==> config.mk <==
export PLATFORM = sky130hd
export DESIGN_NAME = id_ex_stage
export DESIGN_NICKNAME = d
export VERILOG_FILES = /design/src/rtl/rv32_pipe_pkg.sv /design/src/rtl/hazard_unit.sv /design/src/rtl/id_ex_stage.sv
export SDC_FILE = /design/constraint.sdc
export NUM_CORES = 1
export LEC_CHECK = 0
export ABC_AREA = 1
export CAP_MARGIN = 25
export CORE_AREA = 4 4 134 136
export DETAILED_ROUTE_END_ITERATION = 6
export DIE_AREA = 0 0 138 140
export DONT_BUFFER_PORTS = 1
export GPL_ROUTABILITY_DRIVEN = 0
export PLACE_DENSITY_LB_ADDON = 0.15
export SYNTH_ARGS = -nofsm -noshare
export SYNTH_HDL_FRONTEND = slang
export SYNTH_SLANG_ARGS = --single-unit
==> constraint.sdc <==
create_clock -name clk -period 1.6 [get_ports clk]
set_input_delay 0.16 -clock clk [delete_from_list [all_inputs] [get_ports clk]]
set_output_delay 0.16 -clock clk [all_outputs]
set_load 0.005 [all_outputs]
==> src/rtl/rv32_pipe_pkg.sv <==
// ============================================================================
// rv32_pipe_pkg : shared widths, register-index constants and control-bundle
//                 bit positions for the RV32 pipeline slice.
// Revision      : 1.0
// ============================================================================
`default_nettype none

package rv32_pipe_pkg;

  localparam int DATA_WIDTH_DEF = 32;
  localparam int CTRL_WIDTH_DEF = 8;
  localparam int REG_IDX_W      = 5;

  localparam logic [REG_IDX_W-1:0] REG_X0 = 5'd0;

  // Bit positions inside the pass-through EX/MEM/WB control bundle
  localparam int CTRL_BIT_MEMWRITE  = 0;
  localparam int CTRL_BIT_ALUSRC    = 1;
  localparam int CTRL_BIT_BRANCH    = 2;
  localparam int CTRL_BIT_JUMP      = 3;
  localparam int CTRL_BIT_MEMTOREG  = 4;
  localparam int CTRL_BIT_ALUOP_LSB = 5;
  localparam int CTRL_BIT_ALUOP_MSB = 7;

endpackage

`default_nettype wire

==> src/rtl/hazard_unit.sv <==
// ============================================================================
// hazard_unit : combinational load-use detector; a resolved branch/jump flush
//               overrides the stall.
// Revision    : 1.0
// ============================================================================
`default_nettype none

module hazard_unit
  import rv32_pipe_pkg::*;
(
  input  logic [REG_IDX_W-1:0] i_ex_rd,
  input  logic                 i_ex_mem_read,
  input  logic                 i_ex_valid,
  input  logic [REG_IDX_W-1:0] i_id_rs1,
  input  logic [REG_IDX_W-1:0] i_id_rs2,
  input  logic                 i_id_valid,
  input  logic                 i_flush,
  output logic                 o_stall
);

  logic w_src_match;
  logic w_hazard;

  // A load into x0 can never feed a consumer, so it never stalls
  assign w_src_match = (i_ex_rd == i_id_rs1) || (i_ex_rd == i_id_rs2);
  assign w_hazard    = i_ex_valid && i_ex_mem_read && (i_ex_rd != REG_X0) &&
                       i_id_valid && w_src_match;
  assign o_stall     = w_hazard && !i_flush;

endmodule

`default_nettype wire

==> src/rtl/id_ex_stage.sv <==
// ============================================================================
// id_ex_stage : ID/EX pipeline register with load-use bubble insertion and
//               flush. Optional writeback bypass: ID_EX_WB_BYPASS_EN.
// Revision    : 1.0
// ============================================================================
`default_nettype none

module id_ex_stage
  import rv32_pipe_pkg::*;
#(
  parameter int DATA_WIDTH = DATA_WIDTH_DEF,
  parameter int CTRL_WIDTH = CTRL_WIDTH_DEF
) (
  input  logic                  clk,
  input  logic                  n_rst,
  input  logic                  i_valid,
  input  logic [DATA_WIDTH-1:0] i_pc,
  input  logic [REG_IDX_W-1:0]  i_rs1,
  input  logic [REG_IDX_W-1:0]  i_rs2,
  input  logic [REG_IDX_W-1:0]  i_rd,
  input  logic [DATA_WIDTH-1:0] i_imm,
  input  logic [DATA_WIDTH-1:0] i_Read1,
  input  logic [DATA_WIDTH-1:0] i_Read2,
  input  logic                  i_ctrl_RegWrite,
  input  logic                  i_ctrl_MemRead,
  input  logic [CTRL_WIDTH-1:0] i_ctrl,
  input  logic [REG_IDX_W-1:0]  i_wb_rd,
  input  logic [DATA_WIDTH-1:0] i_wb_WriteData,
  input  logic                  i_wb_RegWrite,
  input  logic                  i_flush,
  output logic                  o_stall,
  output logic                  o_valid,
  output logic [DATA_WIDTH-1:0] o_pc,
  output logic [REG_IDX_W-1:0]  o_rs1,
  output logic [REG_IDX_W-1:0]  o_rs2,
  output logic [REG_IDX_W-1:0]  o_rd,
  output logic [DATA_WIDTH-1:0] o_imm,
  output logic [DATA_WIDTH-1:0] o_Read1,
  output logic [DATA_WIDTH-1:0] o_Read2,
  output logic                  o_ctrl_RegWrite,
  output logic                  o_ctrl_MemRead,
  output logic [CTRL_WIDTH-1:0] o_ctrl
);

  logic [DATA_WIDTH-1:0] w_read1;
  logic [DATA_WIDTH-1:0] w_read2;
  logic                  w_bubble;

  hazard_unit u_hazard_unit (
    .i_ex_rd       (o_rd),
    .i_ex_mem_read (o_ctrl_MemRead),
    .i_ex_valid    (o_valid),
    .i_id_rs1      (i_rs1),
    .i_id_rs2      (i_rs2),
    .i_id_valid    (i_valid),
    .i_flush       (i_flush),
    .o_stall       (o_stall)
  );

`ifdef ID_EX_WB_BYPASS_EN
  // Register file writes on the same edge it is read; forward the write data
  assign w_read1 = (i_wb_RegWrite && (i_wb_rd != REG_X0) && (i_wb_rd == i_rs1)) ?
                   i_wb_WriteData : i_Read1;
  assign w_read2 = (i_wb_RegWrite && (i_wb_rd != REG_X0) && (i_wb_rd == i_rs2)) ?
                   i_wb_WriteData : i_Read2;
`else
  logic w_unused_wb;
  assign w_unused_wb = ^{i_wb_rd, i_wb_WriteData, i_wb_RegWrite};
  assign w_read1     = i_Read1;
  assign w_read2     = i_Read2;
`endif

  // stall already excludes flush, so this equals flush | hazard
  assign w_bubble = i_flush || o_stall;

  always_ff @(posedge clk or negedge n_rst) begin
    if (!n_rst) begin
      o_valid         <= 1'b0;
      o_pc            <= '0;
      o_rs1           <= '0;
      o_rs2           <= '0;
      o_rd            <= '0;
      o_imm           <= '0;
      o_Read1         <= '0;
      o_Read2         <= '0;
      o_ctrl_RegWrite <= 1'b0;
      o_ctrl_MemRead  <= 1'b0;
      o_ctrl          <= '0;
    end else if (w_bubble) begin
      o_valid         <= 1'b0;
      o_pc            <= '0;
      o_rs1           <= '0;
      o_rs2           <= '0;
      o_rd            <= '0;
      o_imm           <= '0;
      o_Read1         <= '0;
      o_Read2         <= '0;
      o_ctrl_RegWrite <= 1'b0;
      o_ctrl_MemRead  <= 1'b0;
      o_ctrl          <= '0;
    end else begin
      o_valid         <= i_valid;
      o_pc            <= i_pc;
      o_rs1           <= i_rs1;
      o_rs2           <= i_rs2;
      o_rd            <= i_rd;
      o_imm           <= i_imm;
      o_Read1         <= w_read1;
      o_Read2         <= w_read2;
      o_ctrl_RegWrite <= i_valid && i_ctrl_RegWrite;
      o_ctrl_MemRead  <= i_valid && i_ctrl_MemRead;
      o_ctrl          <= i_valid ? i_ctrl : '0;
    end
  end

endmodule

`default_nettype wire

==> results.tsv <==
stage	metric	value	unit
timing	fin_crit_sh	108.4	%
finish	final_area	0.008383	mm²
critical_path	r2r-start	o_rd[0]$_DFF_PN0_	
die	io_pins	350	
timing	setup_viol_count_final	144	
placement	postPlaceCellArea	0.005613	mm²
critical_path	cp_max_fo	6	
global_routing	grt.overflow.total	0	
clock_network	clkTransAtPathRegs	0.07	ns
synthesis	synth-compound-area-share	0	%
clock_network	htreeDepth	4	
routing	drt_pre_antenna_iters	4	
routing	vias	3939	
power_and_ir_drop	total_power	8.857	mW
timing	layout_min_cycle_time	1.734	ns
synthesis	synth_top_family_by_area	simple AND/OR/NAND/NOR gates	
finish	n_fill_cell	1520	
clock_network	max-clock-path-buffers	2	
clock_network	cts_sinks	154	
global_routing	grt_max_degree	155	
min_path	min_path_type	in2async	
critical_path	r2r-end	o_pc[8]$_DFF_PN0_	
finish	nets	914	
routing	dr.first_iter.drc_count	135	
clock_network	cts_tree	yes	
clock_network	clkLatencyLatePin	0.42	ns
timing	finalMaxSlewViolations	0	
critical_path	required	1.44	ns
timing	holdWs	-0.5695	ns
critical_path	end_kind	output pin	
routing	vias_per_cell	4.116	
power_and_ir_drop	power.density	1057	mW/mm²
global_routing	grt_usage	15.60	%
global_routing	antenna_found_initial	0	
die	die_area	0.01932	mm²
placement	io_buffers	0	
die	die-width	138	µm
finish	diodes	0	
synthesis	synthMuxAreaShare	0	%
routing	drc_errors	0	
finish	syn_to_final_growth	57.17	%
routing	routedWlPerCell	16.89	µm
critical_path	start_kind	flip-flop	
power_and_ir_drop	p_leak	4.419	nW
clock_network	cts_root_buffer	clkbuf_16	
timing	rsz0062_at_grt	yes	
synthesis	synth-seq-cells	154	
critical_path	r2r_slack	-0.13	ns
synthesis	syn_area	0.005334	mm²
synthesis	synth-adder-area-share	0	%
die	die_y	140	µm
synthesis	syn_nets	721	
die	core.rowCount	48	
finish	drive_gt1_share	19.26	%
die	initial_utilization	31.49	%
timing	worst_clock_skew	0.01178	ns
routing	drt-total-wl	16160	µm
synthesis	synth_xor_area_share	0.3284	%
finish	fin_cells	957	
synthesis	yosysUniqueCellTypes	11	
clock_network	cts_hold_buffers	154	
placement	hpwl	9151	µm
status	violations	negative hold slack, negative setup slack	
timing	worstMarginPinSlew	0.5305	ns
synthesis	synthSimpleGateAreaFrac	14.33	%
power_and_ir_drop	vdd_drop_max	0.6695	mV
timing	slew_headroom	64.52	%
global_routing	grt_pass1_vias	4290	
critical_path	crit_arrival	1.57	ns
clock_network	cts-buffers-inserted	17	
critical_path	path_class	reg2out	
timing	fin_ws	-0.1339	ns
global_routing	grt_pass1_wl	23540	µm
timing	max_clock_freq	576.7	MHz
run	max_cap_violations	0	
synthesis	yosysWarnings	0	
die	core_area	0.01694	mm²
critical_path	r2r_cells	11	
synthesis	synth_cells	526	
status	status	finished with violations	
synthesis	seq_area_frac_synth	72.25	%
placement	placed_cells	745	
synthesis	avgSynthCellArea	10.14	µm²
timing	hold_viol_final	154	
routing	antenna_left	0	
timing	setup_tns	-6.076	ns
==> placed cells by master, fill, tap and decap left out, types with 8 or more instances in the layout <==
cell	count
nor2_2	58
nor2_4	9
nor2_1	95
buf_6	8
inv_1	149
nand2_1	33
dlygate4sd3_1	154
buf_4	14
clkbuf_16	23
dfrtp_1	152
==> how the worst max path moves through the flow <==
stage                                       end               from
after floorplan              o_rs2[1]$_DFF_PN0_  o_rd[4]$_DFF_PN0_
after global placement    o_Read2[16]$_DFF_PN0_  o_rd[0]$_DFF_PN0_
after detailed placement  o_Read1[26]$_DFF_PN0_  o_rd[0]$_DFF_PN0_
after CTS                               o_stall  o_rd[0]$_DFF_PN0_
after global routing                    o_stall  o_rd[0]$_DFF_PN0_
final                                   o_stall  o_rd[0]$_DFF_PN0_
==> state kept, by name (all words and copies together), names as in the netlist <==
name / count
o_rs1: 5
o_rs2: 5
o_ctrl_MemRead: 1
o_rd: 5
o_ctrl: 8
o_valid: 1
o_pc: 32
o_Read1: 32
o_Read2: 32
o_imm: 32
o_ctrl_RegWrite: 1
==> layout make-up <==
| type | instances | area, µm² | area share, % |
|---|---|---|---|
| Clock inverter | 13 | 118.9 | 1.418 |
| Clock buffer | 19 | 432.9 | 5.164 |
| Multi-Input combinational cell | 203 | 1011 | 12.06 |
| Sequential cell | 154 | 3856 | 46.00 |
| Timing Repair Buffer | 191 | 2112 | 25.19 |
| Inverter | 152 | 570.5 | 6.806 |
| Tap cell | 225 | 281.5 | 3.358 |
==> metrics by stage <==
step	hold slack (ns)	util [%]	setup slack, ns
2_1_floorplan	-0.1356	-	0.2315
3_3_place_gp	-0.1323	33.14	0.01409
3_5_place_dp	-0.1317	33.14	-0.04028
4_1_cts	-0.5886	46.77	-0.1768
5_1_grt	-0.5981	49.50	-0.2588
6_report	-0.5695	49.50	-0.1339
==> Yosys cell counts <==
library cell / count / area, µm²
clkbuf_1: 1 / 3.750
nand2_1: 34 / 127.6
nand4_1: 2 / 12.51
nor2_1: 162 / 608.1
nand2_2: 1 / 6.260
nand3_1: 2 / 10.01
buf_6: 7 / 78.83
buf_2: 9 / 45.04
dfrtp_1: 154 / 3854
xnor2_1: 2 / 17.52
inv_1: 152 / 570.6
==> per-layer routing <==
metal / vias up / global-route usage [%] / share of wire (%)
met5: - / 0 / 0
met4: 0 / 6.136 / 1.8
met3: 17 / 7.067 / 8.3
met2: 186 / 26.77 / 53
met1: 1906 / 16.90 / 37
li1: 1830 / - / -
==> critical path, stage by stage (launching register included) <==
cell and delay [ns]:
dfrtp_2 0.44, nor2_1 0.09, nor2_1 0.05, nor2_1 0.12, nand3_1 0.08, nand2_1 0.09
nand2_2 0.06, buf_4 0.13, nor2_4 0.08
==> logic make-up (layout without fill, tap and decap cells) <==
logic type | count (synthesis) | in the layout
buffers and inverters | 169 | 375
XOR/XNOR | 2 | 2
AND/OR/NAND/NOR | 201 | 201
flip-flops | 154 | 154
==> what timing repair did <==
action,CTS,global route
endpoints found under the hold margin,308,154
cloned,4,10
gates resized for setup,18,81
setup endpoints to repair,82,155
pin swaps,4,3
setup buffers,6,7
==> report_power, final <==
part / leakage, nW / switching, mW / internal, mW / total (mW)
Sequential: 1.99 / 0.134 / 4.09 / 4.23
Combinational: 2.17 / 0.339 / 0.489 / 0.828
Clock: 0.261 / 1.65 / 2.16 / 3.80
Total: 4.42 / 2.12 / 6.74 / 8.86
(Power assumes the default switching activity.)
